--- src/rtl/scan_link_arbiter.sv ---
// Round-robin owner of the shared upload link between the two scanners:
// grants one scanner, streams a bounded burst onto the link, flushes the owner and releases.
module scan_link_arbiter #(
    parameter int BURST_MAX = 10,
    parameter int TIMEOUT   = 15
) (
    input  logic       clk,
    input  logic       reset,
    input  logic       start_transfer,
    input  logic [1:0] req,
    input  logic [3:0] buf_count_0,
    input  logic [3:0] buf_count_1,
    input  logic       link_ready,
    output logic [1:0] grant,
    output logic       link_valid,
    output logic [1:0] rd_en,
    output logic [1:0] flush,
    output logic [3:0] xfer_count,
    output logic       done,
    output logic       abort,
    output logic       busy
);

    typedef enum logic [1:0] {
        IDLE  = 2'd0,
        XFER  = 2'd1,
        FLUSH = 2'd2,
        DONE  = 2'd3
    } state_t;

    // Clamp a scanner's buffered word count to the per-grant burst limit.
    function automatic logic [3:0] sat_burst(input logic [3:0] cnt);
        if (cnt > 4'(BURST_MAX)) return 4'(BURST_MAX);
        return cnt;
    endfunction

    state_t      state_q, state_d;
    logic        pending_q, pending_d;
    logic        owner_q, owner_d;
    logic        last_owner_q, last_owner_d;
    logic        abort_flag_q, abort_flag_d;
    logic [3:0]  xfer_q, xfer_d;
    logic [7:0]  stall_q, stall_d;
    logic [3:0]  remaining_q, remaining_d;

    logic        winner;
    logic [3:0]  burst_len;
    logic [7:0]  stall_inc;
    logic [1:0]  owner_oh;

    // With both scanners requesting, the one that did not own the link last time wins.
    assign winner    = (req == 2'b11) ? ~last_owner_q : req[1];
    assign burst_len = sat_burst(winner ? buf_count_1 : buf_count_0);
    assign stall_inc = stall_q + 8'd1;
    assign owner_oh  = owner_q ? 2'b10 : 2'b01;

    always_ff @(posedge clk or negedge reset) begin
        if (!reset) begin
            state_q      <= IDLE;
            pending_q    <= 1'b0;
            owner_q      <= 1'b0;
            last_owner_q <= 1'b1;
            abort_flag_q <= 1'b0;
            xfer_q       <= 4'd0;
            stall_q      <= 8'd0;
        end else begin
            state_q      <= state_d;
            pending_q    <= pending_d;
            owner_q      <= owner_d;
            last_owner_q <= last_owner_d;
            abort_flag_q <= abort_flag_d;
            xfer_q       <= xfer_d;
            stall_q      <= stall_d;
        end
    end

    // Burst word counter is pure datapath; it is always reloaded on a grant.
    always_ff @(posedge clk) begin
        remaining_q <= remaining_d;
    end

    always_comb begin
        state_d      = state_q;
        pending_d    = pending_q | start_transfer;
        owner_d      = owner_q;
        last_owner_d = last_owner_q;
        abort_flag_d = abort_flag_q;
        xfer_d       = xfer_q;
        stall_d      = stall_q;
        remaining_d  = remaining_q;

        case (state_q)
            IDLE: begin
                if (pending_q && (req != 2'b00)) begin
                    // A new pulse on the granting edge arms the following transfer.
                    pending_d   = start_transfer;
                    owner_d     = winner;
                    remaining_d = burst_len;
                    xfer_d      = 4'd0;
                    stall_d     = 8'd0;
                    state_d     = (burst_len == 4'd0) ? FLUSH : XFER;
                end
            end
            XFER: begin
                if (link_ready) begin
                    remaining_d = remaining_q - 4'd1;
                    xfer_d      = xfer_q + 4'd1;
                    stall_d     = 8'd0;
                    if (remaining_q == 4'd1) state_d = FLUSH;
                end else begin
                    stall_d = stall_inc;
                    if (stall_inc == 8'(TIMEOUT)) begin
                        state_d      = FLUSH;
                        abort_flag_d = 1'b1;
                    end
                end
            end
            FLUSH: begin
                state_d = DONE;
            end
            DONE: begin
                last_owner_d = owner_q;
                abort_flag_d = 1'b0;
                state_d      = IDLE;
            end
            default: state_d = IDLE;
        endcase
    end

    // Everything except rd_en is decoded from registered state and owner only.
    assign grant      = ((state_q == XFER) || (state_q == FLUSH)) ? owner_oh : 2'b00;
    assign link_valid = (state_q == XFER);
    assign rd_en      = ((state_q == XFER) && link_ready) ? owner_oh : 2'b00;
    assign flush      = (state_q == FLUSH) ? owner_oh : 2'b00;
    assign abort      = (state_q == FLUSH) && abort_flag_q;
    assign done       = (state_q == DONE);
    assign busy       = (state_q != IDLE);
    assign xfer_count = xfer_q;

endmodule

--- config.mk ---
export PLATFORM = sky130hd
export DESIGN_NAME = scan_link_arbiter
export DESIGN_NICKNAME = d
export VERILOG_FILES = /design/src/rtl/scan_link_arbiter.sv
export SDC_FILE = /design/constraint.sdc
export NUM_CORES = 1
export LEC_CHECK = 0
export CELL_PAD_IN_SITES_DETAIL_PLACEMENT = 1
export CELL_PAD_IN_SITES_GLOBAL_PLACEMENT = 1
export CORE_MARGIN = 3
export CORE_UTILIZATION = 41
export CTS_BUF_LIST = sky130_fd_sc_hd__clkbuf_8
export DETAILED_ROUTE_END_ITERATION = 8
export GPL_ROUTABILITY_DRIVEN = 0
export PLACE_DENSITY_LB_ADDON = 0.1
export SLEW_MARGIN = 15
export SYNTH_ARGS = -nofsm -noshare
export SYNTH_HDL_FRONTEND = slang
export SYNTH_SLANG_ARGS = --single-unit
--- constraint.sdc ---
create_clock -name clk -period 2.4 [get_ports clk]
set_clock_uncertainty 0.05 [all_clocks]
set_input_delay 0.24 -clock clk [delete_from_list [all_inputs] [get_ports clk]]
set_output_delay 0.24 -clock clk [all_outputs]
set_load 0.1 [all_outputs]
; Word-level counts from Yosys, hierarchy flattened
; Cells that the tools add are included.
[word_totals]
in_bits = 14
ff_bits = 22
[op_classes]
addsub = 3
mux = 29
bitwise_logic = 2
reduce_logical = 15
order_cmp = 1
eq_ne = 12
[ops]
columns = op, n
row1 = 4-bit 2-to-1 mux, 7
row2 = 2-bit 2-to-1 mux, 9
row3 = 8-bit 2-to-1 mux, 2
row4 = 4-bit one-hot mux with 2 select lines, 2
row5 = 8-bit one-hot mux with 2 select lines, 1
row6 = 3-bit AND reduction, 3
row7 = 8-bit by 1-bit adder with 8-bit output (second input constant), 1
row8 = 8-bit by 4-bit equality test with 1-bit output (second input constant), 1
row9 = 2-bit one-hot mux with 4 select lines, 1
row10 = 2-bit nonzero test, 4
row11 = 2-bit equality test (second input constant), 3
row12 = 1-bit 2-to-1 mux, 6
row13 = 2-bit != test (second input constant), 3
row14 = 3-bit by 2-bit != test with 1-bit output (second input constant), 2
row15 = 4-bit by 1-bit adder with 4-bit output (second input constant), 1
row16 = 4-bit by 1-bit equality test with 1-bit output (second input constant), 1
row17 = 4-bit greater-than comparator (second input constant), 1
row18 = 4-bit logical NOT, 1
row19 = 2-bit AND reduction, 2
row20 = 4-bit by 1-bit subtractor with 4-bit output (second input constant), 1
row21 = 1-bit logical AND, 3
row22 = 2-bit by 1-bit equality test with 1-bit output (second input constant), 1
row23 = 2-bit logical NOT, 1
row24 = 2-bit by 1-bit != test with 1-bit output (second input constant), 1
row25 = 4 further kinds, 4

; Depth between registers and ports, before layout
; Gate-level depths: netlist (run 1).
[depth]
ltp_word = 10
mapped_depth = 8
ltp_nobuf = 7

; Worst setup path before layout (run 1)
; OpenSTA, ideal clock, no wires.
[synth_timing]
kind = register to output
startpoint = reg state_q[1]
endpoint = out rd_en[0]
required_ns = 2.110
arrival_time_ns = 2.925
stages_incl_launch_ff = 6
n_path_buf = 1
path_slack_ns = -0.815
cell_sequence = dfrtp_1 inv_1 ha_1 buf_2 nand2_1 nor2_1
[synth_via]
elab_chain_cells = 3
[synth_lines]
columns = item, line_no
row1 = from (decl), 37  ; state_t state_q, state_d;
row2 = from (signal assigned), 67  ; state_q <= state_d;
row3 = 2-bit by 1-bit equality test with 1-bit output, -
row4 = named net link_valid, 15  ; output logic link_valid,
row5 = 1-bit logical AND, 133  ; assign rd_en = ((state_q == XFER) && link_ready) ? owner_oh : 2'b00;
row6 = 2-bit 2-to-1 mux, 133
row7 = to (decl), 16  ; output logic [1:0] rd_en,
; The timed path passes the listed nets, and every way through them passes these cells.

; Worst setup path in the final report (run 1)
[layout_timing]
startpoint = reg state_q[1]
endpoint = out rd_en[0]
[layout_via]
elab_chain_cells = 3
[layout_lines]
columns = item, line_no
row1 = 2-bit by 1-bit equality test with 1-bit output, 133
row2 = 1-bit logical AND, 133
row3 = 2-bit 2-to-1 mux, 133
; Every way passes these cells.

==> results of run 1 <==
[kinds of logic (layout without fill, tap and decap cells)]
group,Yosys count,in the layout,synth area share
AOI/OAI and AO/OA,34,34,0.1596
DFF,22,22,0.3964
muxes,12,12,0.08933
adders and majority gates,10,10,0.08673
xor gates and xnor gates,6,6,0.04163
buffers and inverters,14,45,0.04423
and+or+nand+nor,53,53,0.1821
[area by class of cell]
| cell class | instances | area [µm²] |
|---|---|---|
| tap | 44 | 55.05 |
| timing repair buffer | 31 | 290.3 |
| fill | 398 | 1360 |
| sequential | 22 | 571.8 |
| clock inverter | 1 | 30.03 |
| inverter | 10 | 37.54 |
| multi-input combinational | 115 | 817.0 |
| clock buffer | 3 | 41.29 |
[stage by stage]
stage | worst slack (ns) | power [mW] | instances | instance area (µm²)
3_3_place_gp | 0.4338 | 2.323 | 222 | 1772
4_1_cts | 0.2653 | 2.759 | 226 | 1843
6_report | 0.2727 | 2.733 | 226 | 1843
3_5_place_dp | 0.2937 | 2.395 | 222 | 1772
5_1_grt | 0.1164 | 2.901 | 226 | 1843
2_1_floorplan | 0.01305 | 1.967 | 151 | 1453
[state kept, by name, summed over array words and instances (netlist names)]
signal,flops
state_q,2
last_owner_q,1
stall_q,8
pending_q,1
owner_q,1
xfer_count,4
remaining_q,4
abort_flag_q,1
[layer usage]
metal	part of all wire	up-vias
li1	-	590
met1	0.46	587
met2	0.49	32
met3	0.047	4
met4	0.0081	0
met5	0	-
[synth_stat cells (4+ instances only)]
cell type / n / share of area
nand3_1: 9 / 0.031
nor2_1: 13 / 0.034
nand2_1: 9 / 0.023
xor2_1: 4 / 0.024
o31ai_1: 4 / 0.021
nor3_1: 4 / 0.014
edfxtp_1: 4 / 0.083
nor2b_1: 4 / 0.017
o21ai_0: 14 / 0.049
ha_1: 10 / 0.087
mux2i_1: 8 / 0.056
dfrtp_1: 17 / 0.29
inv_1: 10 / 0.026
nand2b_1: 5 / 0.022
[path summary, 6_finish.rpt]
| check | startpoint | to | depth (start not counted) |
|---|---|---|---|
| worst max-delay path | state_q[1] | rd_en[0] | 6 |
| worst min-delay path | reset | stall_q[4] | 2 |
| worst max register to register | state_q[1] | stall_q[7] | 7 |
| worst min register to register | stall_q[7] | stall_q[7] | 1 |
| max in group asynchronous | reset | last_owner_q | 2 |
| min in group clk | stall_q[7] | stall_q[7] | 1 |
[power groups by stage]
stage	clock, mW	sequential [mW]	combinational [mW]
2_1_floorplan	0	0.815	1.15
3_3_place_gp	0	0.652	1.67
3_5_place_dp	0	0.667	1.73
4_1_cts	0.357	0.661	1.74
5_1_grt	0.372	0.679	1.85
6_report	0.348	0.659	1.73
==> results.json, run 1 <==
{
  "outcome": "completed",
  "wl_per_cell_um": 15.77,
  "synth-edff-count": 4,
  "cts_num_sinks": 22,
  "synth_nets": 175,
  "vias": 1213,
  "crit_fanout": 10,
  "cts_inserted_buffers": 3,
  "met3_usage": 0.04103,
  "layout_common_cells": "17 x dfrtp_1, 16 x buf_4, 14 x o21ai_0",
  "holdWs_ns": 0.2543,
  "switchingPower_mw": 1.481,
  "track_usage": 0.1876,
  "ir_drop_mv": 1.639,
  "path_cells": "inv_1 -> ha_2 -> buf_4 -> nand2_1 -> nor2_4 -> buf_12",
  "crit_required_ns": 2.11,
  "hold_buffers": 0,
  "core-area_um2": 3203,
  "ys.flop_type": "dfrtp_1",
  "p_leak_nw": 0.8098,
  "clock_latency_ns": 0.26,
  "tns_ns": 0,
  "crit_arrival_ns": 1.84,
  "clk_pin_slew_worst_paths_ns": 0.08,
  "fin_crit_ns": 2.127,
  "cts-root-buf": "clkbuf_8",
  "cts_tree": "built",
  "drc": 0,
  "setup_viol": 0,
  "max_stage_delay_ns": 0.42,
  "rows": 20,
  "portBuffers": 27,
  "hold_path_class": "input port to asynchronous set/reset pin",
  "grt_start_max_net_pins": 19,
  "io_pins": 28,
  "slew_violations": 0,
  "seqPwrFrac": 0.241,
  "ant_nets": 0,
  "totalWireLength_um": 3564,
  "netlist_instances": 151,
  "critPathBufInv": 3,
  "yosys_warnings": 0,
  "final_hold_viol_count": 0,
  "final_nets": 207,
  "die_area_um2": 4266,
  "ctsResizeCount": 0,
  "grt_pass1_wl_um": 6258,
  "p_clk_frac": 0.127,
  "post_cts_buffers": 0,
  "cpLargestDelayFamily": "buffers and inverters",
  "fin_util": 0.5754,
  "die_x_um": 65.32,
  "syn_area_per_cell_um2": 9.554,
  "slew-limit-headroom": 0.5688,
  "p_per_area_nw_per_um2": 1483,
  "grt-busiest-layer": "met2",
  "area_delta_synth_final_pct": 27.75,
  "startpoint_type": "register",
  "vias_per_cell": 5.367,
  "yosysSeqAreaShare": 0.3964,
  "gr-usage-met2": 0.3426,
  "crit_type": "register to output pin",
  "synth_seq_cells": 22,
  "start_util": 0.4504,
  "fin_crit_sh": 0.8864,
  "switching_share": 0.5419,
  "cts_buffer_depth": 2,
  "mostFrequentLayoutCell": "dfrtp_1",
  "cp_slowest_cell": "dfrtp_1",
  "fmax_ghz": 0.4701,
  "netlist_area_um2": 1443,
  "rsz0062_at_grt": "no",
  "overflow": 0,
  "htreeDepth": 1,
  "antenna_cells": 0,
  "synth_cell_types": 40,
  "drt_iter0_drc": 26,
  "grt_pass1_vias": 1332,
  "crit_path_end_kind": "output pin",
  "worst_slew_pin_slew_ns": 0.6425,
  "dpl.hpwl_um": 2820,
  "dr.pass1.iters": 4,
  "cap_violations": 0,
  "rrSetupSlack_ns": 0.32,
  "async_flop_share": 0.8182,
  "drive_gt1_frac": 0.1923,
  "antenna_found_initial": 0,
  "p_comb_frac": 0.631,
  "grt_use_met1": 0.2275,
  "die_h_um": 65.32,
  "intPower_mw": 1.252
}
(Power assumes the default switching activity.)
==> run 2, diff against run 1 <==
--- a/config.mk
+++ b/config.mk
@@ -8,10 +8,12 @@
 export CELL_PAD_IN_SITES_DETAIL_PLACEMENT = 1
 export CELL_PAD_IN_SITES_GLOBAL_PLACEMENT = 1
 export CORE_MARGIN = 3
-export CORE_UTILIZATION = 41
-export CTS_BUF_LIST = sky130_fd_sc_hd__clkbuf_8
+export CORE_UTILIZATION = 47
+export CTS_BUF_LIST = sky130_fd_sc_hd__clkbuf_16
 export DETAILED_ROUTE_END_ITERATION = 8
+export DONT_BUFFER_PORTS = 1
 export GPL_ROUTABILITY_DRIVEN = 0
+export MAX_ROUTING_LAYER = met4
 export PLACE_DENSITY_LB_ADDON = 0.1
 export SLEW_MARGIN = 15
 export SYNTH_ARGS = -nofsm -noshare
==> results.json, run 2 (same netlist as run 1, synthesis figures left out) <==
{
  "io_pins": 28,
  "cts_tree": "built",
  "setup_viol": 0,
  "clock_latency_ns": 0.26,
  "core-area_um2": 2829,
  "antenna_cells": 0,
  "grt_start_max_net_pins": 19,
  "hold_path_class": "input port to register",
  "cts-root-buf": "clkbuf_16",
  "crit_path_end_kind": "register",
  "die_x_um": 61.40,
  "die_area_um2": 3770,
  "cts_inserted_buffers": 3,
  "dr.pass1.iters": 4,
  "area_delta_synth_final_pct": 19.25,
  "portBuffers": 0,
  "dpl.hpwl_um": 2615,
  "drt_iter0_drc": 23,
  "track_usage": 0.2165,
  "rsz0062_at_grt": "no",
  "tns_ns": 0,
  "crit_fanout": 18,
  "crit_type": "register to register",
  "vias_per_cell": 5.803,
  "cts_buffer_depth": 2,
  "vias": 1149,
  "totalWireLength_um": 3491,
  "clk_pin_slew_worst_paths_ns": 0.06,
  "fin_crit_ns": 2.097,
  "final_nets": 192,
  "ctsResizeCount": 0,
  "wl_per_cell_um": 17.63,
  "overflow": 0,
  "slew-limit-headroom": 0.4523,
  "layout_common_cells": "17 x dfrtp_1, 14 x o21ai_0, 13 x buf_4",
  "cts_num_sinks": 22,
  "grt_pass1_vias": 1243,
  "die_h_um": 61.40,
  "largest_register_ffs": 8,
  "drive_gt1_frac": 0.2096,
  "ant_nets": 0,
  "regMostFlops": "stall_q",
  "outcome": "completed",
  "final_hold_viol_count": 0,
  "rows": 19,
  "htreeDepth": 1,
  "worst_slew_pin_slew_ns": 0.8188,
  "fmax_ghz": 0.4770,
  "slew_violations": 0,
  "start_util": 0.5100,
  "fin_crit_sh": 0.8736,
  "drc": 0,
  "crit_arrival_ns": 2.20,
  "antenna_found_initial": 0,
  "startpoint_type": "register",
  "crit_required_ns": 2.51,
  "cap_violations": 0,
  "mostFrequentLayoutCell": "dfrtp_1",
  "grt_pass1_wl_um": 5858
}
-- run 2: cell count changes in the layout (fill, tap and decap cells not counted), sizes merged --
cell | previous run | this run
clkdlybuf4s50 | 13 | 0
buf | 18 | 15
bufinv | 1 | 0
clkbuf | 3 | 4
dlygate4sd3 | 0 | 1
-- run 2: layout make-up --
class | count | area (µm²)
Fill cell | 313 | 1109
Inverter | 10 | 37.54
Clock buffer | 4 | 100.1
Timing Repair Buffer | 16 | 147.6
Tap cell | 31 | 38.79
Sequential cell | 22 | 571.8
Multi-Input combinational cell | 115 | 824.5
-- run 2: worst paths after layout --
kind                                     start             to  slack [ns]  cells after the start
worst min-delay path            start_transfer      pending_q        0.03                      1
worst max-delay path                state_q[1]     stall_q[7]        0.30                      7
worst min register to register      stall_q[7]     stall_q[7]        0.46                      1
max in group asynchronous                reset     stall_q[2]        1.32                      1
worst max register to register      state_q[1]     stall_q[7]        0.30                      7
min in group asynchronous                reset  xfer_count[3]        0.47                      1
-- run 2: critical path, stage by stage (launching register included) --
cell and delay, ns:
dfrtp_1 0.40, inv_1 0.13, ha_2 0.39, nor2b_1 0.34
o21ai_1 0.31, nor2b_1 0.19, o21ai_0 0.09, o31ai_1 0.08
-- run 2: routing by layer --
metal  GRT usage  share of wire
met1      0.2685           0.47
met2      0.3746           0.49
met3     0.03145          0.031
met4     0.04545         0.0032
met5           -              0
-- run 2: what timing repair did --
item / in CTS / in global routing
buffers inserted: 0 / 0
hold buffers: 1 / 0
hold endpoints to repair: 18 / 0
-- run 2: per-stage QoR --
step | hold WS [ns] | util | cell area [µm²] | worst slack [ns] | std cells
finish | 0.02765 | 0.6081 | 1720 | 0.3034 | 198
global route | 0.03001 | 0.6081 | 1720 | 0.01519 | 198
CTS | 0.02249 | 0.6081 | 1720 | 0.3025 | 198
detailed placement | -0.1051 | 0.5692 | 1610 | 0.3393 | 193
global placement | -0.1050 | 0.5692 | 1610 | 0.4489 | 193
floorplan | -0.1056 | - | 1453 | 0.01305 | 151
Power of run 2 is not shown: default switching activity piles up to over one toggle a cycle in this logic, so the estimate is an artifact.
==> run 3, diff against run 2 <==
==> constraint.sdc (replaced) <==
create_clock -name clk -period 2.4 [get_ports clk]
set_clock_uncertainty 0.05 [all_clocks]
set_input_delay 0.36 -clock clk [delete_from_list [all_inputs] [get_ports clk]]
set_output_delay 0.36 -clock clk [all_outputs]
set_load 0.1 [all_outputs]
==> results.json, run 3 (same netlist as run 1, synthesis figures left out) <==
{
  "outcome": "completed",
  "die_area_um2": 3770,
  "drive_gt1_frac": 0.2048,
  "grt_pass1_wl_um": 5865,
  "worstHoldStart": "start_transfer",
  "layoutNonFillerInstCount": 197,
  "cts-root-buf": "clkbuf_16",
  "die_h_um": 61.40,
  "vias_per_cell": 5.797,
  "setup_viol": 0,
  "final_hold_viol_count": 0,
  "final_cell_area_um2": 1693,
  "wl_per_cell_um": 17.63,
  "r2r-start": "state_q[1]",
  "slew_violations": 0,
  "post_cts_buffers": 0,
  "track_usage": 0.2158,
  "fin_crit_ns": 2.036,
  "cts_num_sinks": 22,
  "crit_path_end_kind": "register",
  "largest_register_ffs": 8,
  "crit_required_ns": 2.51,
  "antenna_cells": 0,
  "r2r_cells": 7,
  "fin_crit_sh": 0.8482,
  "cap_violations": 0,
  "regMostFlops": "stall_q",
  "startpoint_type": "register",
  "worst_slew_pin_slew_ns": 0.9335,
  "tns_ns": 0,
  "crit_fanout": 11,
  "layout_common_cells": "17 x dfrtp_1, 14 x o21ai_0, 12 x buf_4",
  "overflow": 0,
  "clock_latency_ns": 0.25,
  "cts_inserted_buffers": 3,
  "crit_type": "register to register",
  "clk_pin_slew_worst_paths_ns": 0.06,
  "dp.cells": 192,
  "crit_arrival_ns": 2.14,
  "crit_end": "stall_q[6]",
  "cts_buffer_depth": 2,
  "fmax_ghz": 0.4913,
  "die_x_um": 61.40,
  "hold_path_class": "input port to register",
  "antenna_found_initial": 0,
  "totalWireLength_um": 3473,
  "htreeDepth": 1,
  "start_util": 0.5100,
  "mostFrequentLayoutCell": "dfrtp_1",
  "slew-limit-headroom": 0.3777,
  "final_nets": 191,
  "drc": 0,
  "vias": 1142,
  "portBuffers": 0,
  "ant_nets": 0,
  "placed_area_um2": 1604,
  "cts_tree": "built",
  "rsz0062_at_grt": "no",
  "grt_pass1_vias": 1199,
  "core-area_um2": 2829,
  "grt_start_max_net_pins": 19,
  "drt_iter0_drc": 55,
  "crit_start": "state_q[1]",
  "worstReg2RegEnd": "stall_q[6]",
  "dr.pass1.iters": 4,
  "area_delta_synth_final_pct": 17.35,
  "rows": 19,
  "dpl.hpwl_um": 2628,
  "holdWs_ns": 0.1463,
  "rrSetupSlack_ns": 0.36,
  "io_pins": 28
}
[run 3: cell count changes in the layout (fill, tap and decap cells not counted)]
cell       previous run  this run
and3_2                0         1
clkinv_1              0         1
and3_1                3         2
buf_4                13        12
clkbuf_16             4         3
[run 3: layer usage]
metal	GRT usage	vias up	part of all wire
li1	-	563	-
met1	0.2965	553	0.48
met2	0.3323	22	0.48
met3	0.03564	4	0.035
met4	0.05455	0	0.0089
met5	-	-	0
[run 3: through the flow]
step | worst slack (ns) | utilization
after detailed placement | 0.3979 | 0.5670
after floorplan | 0.03493 | -
after global routing | 0.1379 | 0.5984
after global placement | 0.5368 | 0.5670
final | 0.3644 | 0.5984
after CTS | 0.3754 | 0.5984
[run 3: critical path, cell delays in order (launching register included)]
cell	delay, ns
dfrtp_1	0.41
inv_1	0.13
ha_2	0.34
nor2b_1	0.34
o21ai_1	0.32
nor2b_1	0.19
o21ai_0	0.09
o31ai_1	0.07
[run 3: what timing repair did]
item	4_1_cts	5_1_grt
endpoints found under the setup margin	0	0
hold buffers	1	0
gates resized for setup	0	0
endpoints found under the hold margin	18	0
[run 3: how the worst min path moves through the flow]
stage                    endpoint  slack (ns)  depth (start not counted)
finish                  pending_q        0.15                          1
global route            pending_q        0.16                          1
CTS                     pending_q        0.15                          1
detailed placement  xfer_count[1]        0.01                          0
global placement    xfer_count[0]        0.01                          0
floorplan            abort_flag_q        0.01                          0
[run 3: cell type report]
cell class | count | area [µm²]
multi-input cells | 115 | 825.8
clock buffers | 3 | 75.07
repair buffers | 15 | 140.1
fillers | 327 | 1136
clock inverters | 1 | 3.754
well taps | 31 | 38.79
flip-flops and latches | 22 | 571.8
inverters | 10 | 37.54
Power of run 3 is left out for the same reason.
